## src/rtl/fetch_pc_unit.sv

```systemverilog
// fetch_pc_unit: instruction-fetch front end. Holds the PC, issues one
// request at a time to instruction memory and captures responses into an
// IF/ID register backed by a one-entry skid buffer.
// Optional build macro FETCH_PERF_CNT_EN adds saturating fetch/kill counters.
//
// state  | meaning
// S_BOOT | single idle cycle after reset release, no request
// S_REQ  | request pc (only while the skid buffer is empty)
// S_WAIT | one request outstanding, waiting for imem_rvalid
module fetch_pc_unit #(
  parameter int N = 8,
  parameter int DATA_W = 32,
  parameter logic [N-1:0] RESET_PC = '0
) (
  input  logic              clk,
  input  logic              rst_n,
  input  logic              branch_taken,
  input  logic [N-1:0]      branch_target,
  input  logic              stall_i,
  output logic              imem_req,
  output logic [N-1:0]      imem_addr,
  input  logic              imem_gnt,
  input  logic              imem_rvalid,
  input  logic [DATA_W-1:0] imem_rdata,
  output logic              if_valid,
  output logic [DATA_W-1:0] if_instr,
  output logic [N-1:0]      if_pc
`ifdef FETCH_PERF_CNT_EN
  ,
  output logic [31:0]       perf_fetched,
  output logic [15:0]       perf_killed
`endif
);

  typedef enum logic [1:0] {S_BOOT, S_REQ, S_WAIT} state_t;

  state_t              state, state_nxt;
  logic [N-1:0]        pc, req_pc;
  logic                kill;
  logic                skid_valid;
  logic [DATA_W-1:0]   skid_instr;
  logic [N-1:0]        skid_pc;
  logic                grant, resp, deliver, drop;

  assign grant   = imem_req && imem_gnt;
  assign resp    = (state == S_WAIT) && imem_rvalid;
  // a response is dropped if it belongs to a killed request or a redirect
  // lands in the same cycle
  assign deliver = resp && !kill && !branch_taken;
  assign drop    = resp && !deliver;

  // state register
  always_ff @(posedge clk or negedge rst_n) begin
    if (!rst_n) state <= S_BOOT;
    else        state <= state_nxt;
  end

  // next-state and request outputs
  always_comb begin
    state_nxt = state;
    imem_req  = 1'b0;
    imem_addr = pc;
    case (state)
      S_BOOT: state_nxt = S_REQ;
      S_REQ: begin
        imem_req = !skid_valid;
        if (!skid_valid && imem_gnt) state_nxt = S_WAIT;
      end
      S_WAIT: if (imem_rvalid) state_nxt = S_REQ;
      default: state_nxt = S_BOOT;
    endcase
  end

  // program counter, PC of the outstanding request, and kill tracking
  always_ff @(posedge clk or negedge rst_n) begin
    if (!rst_n) begin
      pc     <= RESET_PC;
      req_pc <= '0;
      kill   <= 1'b0;
    end else begin
      if (grant) req_pc <= pc;
      if (branch_taken)  pc <= branch_target;
      else if (grant)    pc <= pc + N'(4);
      // a request that is still in flight after this edge must be discarded;
      // a response arriving together with the redirect is already dropped
      if (branch_taken)  kill <= grant || ((state == S_WAIT) && !imem_rvalid);
      else if (resp)     kill <= 1'b0;
    end
  end

  // IF/ID register and skid buffer
  always_ff @(posedge clk or negedge rst_n) begin
    if (!rst_n) begin
      if_valid   <= 1'b0;
      if_instr   <= '0;
      if_pc      <= '0;
      skid_valid <= 1'b0;
      skid_instr <= '0;
      skid_pc    <= '0;
    end else if (branch_taken) begin
      if_valid   <= 1'b0;
      skid_valid <= 1'b0;
    end else if (deliver) begin
      if (!if_valid || !stall_i) begin
        if_valid <= 1'b1;
        if_instr <= imem_rdata;
        if_pc    <= req_pc;
      end else begin
        skid_valid <= 1'b1;
        skid_instr <= imem_rdata;
        skid_pc    <= req_pc;
      end
    end else if (if_valid && !stall_i) begin
      if (skid_valid) begin
        if_instr   <= skid_instr;
        if_pc      <= skid_pc;
        skid_valid <= 1'b0;
      end else begin
        if_valid <= 1'b0;
      end
    end
  end

`ifdef FETCH_PERF_CNT_EN
  // saturating counters of delivered and discarded responses
  always_ff @(posedge clk or negedge rst_n) begin
    if (!rst_n) begin
      perf_fetched <= '0;
      perf_killed  <= '0;
    end else begin
      if (deliver && (perf_fetched != '1)) perf_fetched <= perf_fetched + 32'd1;
      if (drop && (perf_killed != '1))     perf_killed  <= perf_killed + 16'd1;
    end
  end
`endif

endmodule

```

## config.mk

```make
export PLATFORM = sky130hd
export DESIGN_NAME = fetch_pc_unit
export DESIGN_NICKNAME = d
export VERILOG_FILES = /design/src/rtl/fetch_pc_unit.sv
export SDC_FILE = /design/constraint.sdc
export NUM_CORES = 1
export LEC_CHECK = 0
export ABC_AREA = 1
export BUFFER_PORTS_ARGS = -buffer_cell sky130_fd_sc_hd__clkbuf_2
export CORE_ASPECT_RATIO = 1.5
export CORE_UTILIZATION = 54
export CTS_CLUSTER_DIAMETER = 30
export DETAILED_ROUTE_END_ITERATION = 7
export PLACE_DENSITY = 0.86
export SKIP_LAST_GASP = 1
export SLEW_MARGIN = 10
export SYNTH_ARGS = -nofsm -noshare
export SYNTH_HDL_FRONTEND = slang
export SYNTH_SLANG_ARGS = --single-unit
```

## constraint.sdc

```tcl
create_clock -name clk -period 1.7 [get_ports clk]
set_input_delay 0.17 -clock clk [delete_from_list [all_inputs] [get_ports clk]]
set_output_delay 0.17 -clock clk [all_outputs]
set_load 0.01 [all_outputs]
```

==> reports/qor.csv, run 1 <==
metric,value,unit
gr-usage-all-layers,26.9,%
max_slew_margin,75.3,%
fin_util,68.1,%
p_switching,1800,µW
synth_seq_area_share,55.3,%
ctsResizeCount,0,
ys_warn_count,0,
cp.arrival,1830,ps
synth_nets,639,
multi_input_area,0.00183,mm²
rsz0062_at_grt,no,
post_cts.repair.setup_buffers,0,
layout_commonest_cell,nand2_1,
slew_violations,0,
synthSimpleGateAreaFrac,36.0,%
tightest_slew,370,ps
fmax,645,MHz
drtPass1Iterations,5,
hold_path.class,primary input to flip-flop,
crit_chain,inv_2 > nand3_1 > nor2_4 > nand3_2 > nand3_2 > buf_4 > nand2_1 > nand2_1,
clock_sinks,101,
ff_latch_area,0.00253,mm²
synth-seq-cells,101,
grt_pass1_wl,18.4,mm
endpoint_kind,flip-flop,
fin_crit_sh,91.2,%
area.growth.synth_to_final,20.7,%
cp_max_fo,27,
route.detailed.drc,0,
cts_inserted_buffers,9,
p_int,4370,µW
synth.area.mux_share,0,%
path_delay_family,simple AND/OR/NAND/NOR gates,
final_cell_mix,"352 x nand2_1, 101 x dfrtp_1, 94 x clkbuf_2, 47 x nand3_1",
hold_ws,33.7,ps
grt_max_degree,43,
dieWidth,77.1,µm
power.density,1120,mW/mm²
start_util,56.4,%
drv_cap,0,
p_sw_share,29.2,%
die-area,0.00885,mm²
ir_drop,0.636,mV
num-fill-cells,711,
worst_setup_path_start_kind,flip-flop,
power_frac_clock,34.0,%
criticalPathCategory,flip-flop to flip-flop,
fin_tns_setup,0,ps
regToRegEndpoint,if_pc[2],
die_h,115,µm
r2r_start,state[0],
dp_cells,779,
stdcell_count,796,
synth_top_family_by_area,simple AND/OR/NAND/NOR gates,
crit_buf_inv,2,
setup_viol,0,
synth.distinct_cells,25,
grt_pass1_vias,4096,
synth_compound_area_share,2.90,%
min_path_cells,3,
h-tree-depth,3,
clockBufferDepth,2,
synth_area_leaders,"dfrtp_1 55%, nand2_1 29%, nand3_1 5.1%",
nets,733,
yosys.area_share.xor_xnor,0.575,%
p_comb_share,18.3,%
status,finished clean,
drt_iter0_markers,378,
cts_tree,built,
vias,4143,
p_total,6170,µW
gp_congestion,0.809,
netlist.area_leader.share,55.3,%
synth_fa_ha_area_share,0.274,%
root_buffer,clkbuf_16,
antenna_found_initial,0,
clk_pin_slew,70,ps
pwr-share-seq,47.7,%
clock_latency,340,ps
pin_count,96,
core-area,0.00811,mm²
reg2reg_slack,150,ps
postRouteAntennaNets,0,
wl_per_cell,13.7,µm
reg2regPathDepth,8,
required,1980,ps
min_delay_worst_endpoint,imem_addr[0],
skew,7.26,ps
wl,10.9,mm
drive_gt1_share,20.0,%
rows,40,
synth_area,0.00457,mm²
postCtsHoldBufs,1,
num_antenna_cells,0,
place.port_buffers,95,
via_per_inst,5.20,
hold_start,branch_target[0],
gr-total-overflow,0,
crit_slowest_cell,dfrtp_1,
timing.final.crit_period,1550,ps
leakagePower,0.00328,µW
netlist_instances,592,
yosys.area.top_type,dfrtp_1,
dpl.hpwl,7.08,mm
crit_path_max_incr_delay,430,ps
avgSynthCellArea,7.72,µm²
hold_viol,0,
[state kept, by name (all words and copies together), names as in the netlist]
name,cells
imem_addr,8
if_instr,32
skid_pc,8
kill,1
if_pc,8
skid_valid,1
skid_instr,32
state,2
if_valid,1
req_pc,8
[cell families after synthesis]
group | Yosys count
XOR/XNOR | 3
AO/OA/AOI/OAI | 24
adder cells (fa/ha/maj) | 1
AND/OR/NAND/NOR | 413
flip-flops | 101
buffers and inverters | 50
[cell usage after synthesis]
master     number
nand2_1       352
dfrtp_1       101
nand3_1        47
o21ai_0        17
inv_1          16
buf_2          15
clkbuf_1        7
nor2_1          7
buf_4           6
buf_1           3
inv_2           3
o211ai_1        3
nand3_2         2
xor2_1          2
a21oi_1         1
ha_1            1
nand4_1         1
nand4_2         1
nor2_2          1
nor2_4          1
nor3_1          1
o2111ai_1       1
o21ai_1         1
o22ai_1         1
xnor2_1         1
[worst max-delay path by stage]
| stage | from | end | slack [ps] | depth (start not counted) |
|---|---|---|---|---|
| 5_1_grt | state[0] | if_instr[21] | 5 | 8 |
| 4_1_cts | state[0] | if_pc[2] | 170 | 8 |
| 6_report | state[0] | if_pc[2] | 150 | 8 |
| 3_3_place_gp | kill | if_instr[0] | 270 | 8 |
| 3_5_place_dp | state[0] | if_instr[13] | 190 | 8 |
| 2_1_floorplan | state[1] | imem_addr[7] | 320 | 8 |
[power groups by stage]
stage / clock network (µW) / registers, µW / logic (µW)
final: 2100 / 2940 / 1130
after global routing: 2260 / 2970 / 1270
after floorplan: 0 / 2980 / 622
after CTS: 2130 / 2930 / 1140
after global placement: 0 / 2950 / 1080
after detailed placement: 0 / 2970 / 1130
[worst min-delay path: stages]
cell and delay (ps):
clkbuf_2 80, nand2_1 40, o21ai_0 60
[stage by stage]
stage                     cell area, µm²  setup WS [ps]
after detailed placement            5200            195
after floorplan                     4570            320
after global placement              5200            275
after global routing                5520           4.51
after CTS                           5520            166
final                               5520            149
[layout make-up]
type / instances / share of cell area (%)
inverters: 19 / 1.29
repair buffers: 114 / 11.7
flip-flops and latches: 101 / 45.8
well taps: 105 / 2.38
multi-input cells: 441 / 33.1
clock inverters: 4 / 0.816
clock buffers: 12 / 4.83
[per-layer routing]
metal	global-route usage [%]	vias up	wire length [µm]
met1	31.4	1944	4350
met2	45.6	149	5610
met3	4.78	27	549
met5	0	-	0
met4	16.7	0	363
li1	-	2023	-
Note: power is estimated with default switching activity, not from simulation.
==> inputs of run 2 (changes only) <==
Settings changed: CORE_UTILIZATION 54 to 49, PLACE_DENSITY 0.86 to 0.83.
Clock period 1.7 ns to 1.3 ns, I/O delays scaled along.
==> run 2 against run 1 <==
  * The run now ends with hold timing, setup timing left
  * Total power increased by 43%
  * Design area increased by 10%
  * Worst setup slack got worse by 320 ps
  * Core utilization about the same
  * Die area increased by 10%
==> reports/qor.csv, run 2 (synthesis gave the netlist of run 1 again) <==
metric,value,unit,change
fmax,681,MHz,was 645 MHz
wl_per_cell,14.5,µm,was 13.7 µm
slew_violations,0,,unchanged
hold_path.class,primary input to flip-flop,,unchanged
path_delay_family,simple AND/OR/NAND/NOR gates,,unchanged
p_switching,2640,µW,was 1800 µW
rows,42,,was 40
antenna_found_initial,0,,unchanged
root_buffer,clkbuf_16,,unchanged
pwr-share-seq,43.6,%,was 47.7%
p_total,8790,µW,was 6170 µW
cpMostUsedCell,nand2_1,,
layout_commonest_cell,nand2_1,,unchanged
h-tree-depth,3,,unchanged
crit_path_max_incr_delay,440,ps,was 430 ps
gr-total-overflow,0,,unchanged
skew,5.84,ps,was 7.26 ps
setup_viol,82,,was 0
cts_inserted_buffers,9,,unchanged
via_per_inst,5.19,,was 5.20
p_comb_share,24.4,%,was 18.3%
leakagePower,0.00348,µW,was 0.00328 µW
ff_latch_area,0.00253,mm²,about the same
die-area,0.00973,mm²,was 0.00885 mm²
required,1540,ps,was 1980 ps
worst_setup_path_start_kind,flip-flop,,unchanged
p_int,6160,µW,was 4370 µW
postRouteAntennaNets,0,,unchanged
reg_top3,"if_instr: 32 flops, skid_instr: 32 flops",,unchanged
drtPass1Iterations,5,,unchanged
route.detailed.drc,0,,unchanged
num-fill-cells,744,,was 711
final_cell_mix,"344 x nand2_1, 100 x dfrtp_1, 93 x clkbuf_2, 43 x nand3_1, 20 x buf_4",,"was 352 x nand2_1, 101 x dfrtp_1, 94 x clkbuf_2, 47 x nand3_1"
crit_chain,inv_2 > nand4_1 > nand2_2 > buf_6 > nand3_4 > buf_12 > nand2_1 > nand2_1,,was inv_2 > nand3_1 > nor2_4 > nand3_2 > nand3_2 > buf_4 > nand2_1 > nand2_1
drt_iter0_markers,269,,was 378
hold_viol,1,,was 0
hold_ws,-0.743,ps,was 33.7 ps
num_antenna_cells,0,,unchanged
grt_max_degree,42,,was 43
status,"finished, violations left",,was finished clean
drv_cap,0,,unchanged
setup_ws,-169,ps,was 149 ps
start_util,51.2,%,was 56.4%
pin_count,96,,unchanged
die_h,120,µm,was 115 µm
crit_buf_inv,3,,was 2
place.port_buffers,95,,unchanged
vias,4311,,"was 4,143"
clock_sinks,101,,unchanged
multi_input_area,0.00195,mm²,was 0.00183 mm²
area.growth.synth_to_final,32.9,%,was 20.7%
power_frac_clock,32.0,%,was 34.0%
gr-usage-all-layers,25.6,%,was 26.9%
rsz0062_at_grt,yes,,was no
grt_pass1_wl,19.0,mm,was 18.4 mm
tightest_slew,411,ps,was 370 ps
dieWidth,80.9,µm,was 77.1 µm
endpoint_kind,flip-flop,,unchanged
max_slew_margin,72.6,%,was 75.3%
cts_tree,built,,unchanged
fin_crit_sh,113,%,was 91.2%
grt_pass1_vias,4082,,"was 4,096"
cp.arrival,1700,ps,was 1830 ps
criticalPathCategory,flip-flop to flip-flop,,unchanged
core-area,0.00893,mm²,was 0.00811 mm²
clock_latency,340,ps,about the same
stdcell_count,830,,was 796
drive_gt1_share,24.4,%,was 20.0%
cp_max_fo,25,,was 27
fin_util,68.0,%,was 68.1%
p_sw_share,30.0,%,was 29.2%
wl,12.0,mm,was 10.9 mm
crit_slowest_cell,dfrtp_2,,was dfrtp_1
clockBufferDepth,2,,unchanged
ir_drop,1.20,mV,was 0.636 mV
dpl.hpwl,7.26,mm,was 7.08 mm
violations,"hold timing, setup timing",,
power.density,1450,mW/mm²,was 1120 mW/mm²
clk_pin_slew,70,ps,about the same
gp_congestion,0.803,,was 0.809
timing.final.crit_period,1470,ps,was 1550 ps
nets,762,,was 733
dp_cells,787,,was 779
-- run 2: what timing repair did --
item                                    4_1_cts  5_1_grt
cloned                                        2        5
gates resized for setup                      16       32
hold buffers                                  9        0
endpoints found under the hold margin        35        0
pin swaps                                     4       15
buffers inserted                              8        4
endpoints found under the setup margin       90       94
-- run 2: path summary, 6_finish.rpt --
kind | slack (ps) | end | cells past startpoint | from
worst max-delay path | -170 | if_pc[2] | 8 | state[0]
worst min-delay path | -0.7 | skid_instr[28] | 3 | imem_rdata[28]
worst max register to register | -170 | if_pc[2] | 8 | state[0]
worst min register to register | 480 | if_instr[20] | 2 | if_instr[20]
max in group asynchronous | 490 | state[0] | 3 | rst_n
min in group asynchronous | 250 | if_pc[6] | 2 | rst_n
-- run 2: power by group through the flow --
| stage | Combinational (µW) | Clock [µW] | Sequential (µW) |
|---|---|---|---|
| after global placement | 1550 | 0 | 3840 |
| after CTS | 1810 | 2840 | 3820 |
| after floorplan | 823 | 0 | 3900 |
| after detailed placement | 1610 | 0 | 3870 |
| after global routing | 2360 | 3000 | 3880 |
| final | 2140 | 2820 | 3830 |
-- run 2: layout make-up --
class                      instances  share of cell area, %
clock buffer                      12                   3.89
clock inverter                     4                   1.19
inverter                          19                   1.17
multi-input combinational        442                   32.1
sequential                       101                   41.6
tap                              110                   2.27
timing repair buffer             142                   17.7
-- run 2: tightest hold or removal path, cell delays in order --
cell      delay (ps)
clkbuf_2          90
nand2_1           50
nand2_1           50
-- run 2: layer usage --
metal  share of wire (%)  global-route usage [%]  vias to the layer above
met5                   0                       0                        -
met4                 3.2                    11.7                        0
met3                 3.6                    3.77                       33
met2                  53                    43.8                      134
met1                  40                    31.2                     2064
li1                    -                       -                     2080
-- run 2: per-stage QoR --
| stage | area, µm² | setup slack [ps] | TNS (ps) |
|---|---|---|---|
| 3_5_place_dp | 5290 | -132 | -7120 |
| 5_1_grt | 6080 | -213 | -14680 |
| 4_1_cts | 5880 | -88.7 | -5360 |
| 3_3_place_gp | 5290 | -34.4 | -1230 |
| 6_report | 6080 | -169 | -9720 |
| 2_1_floorplan | 4580 | 15.4 | 0 |
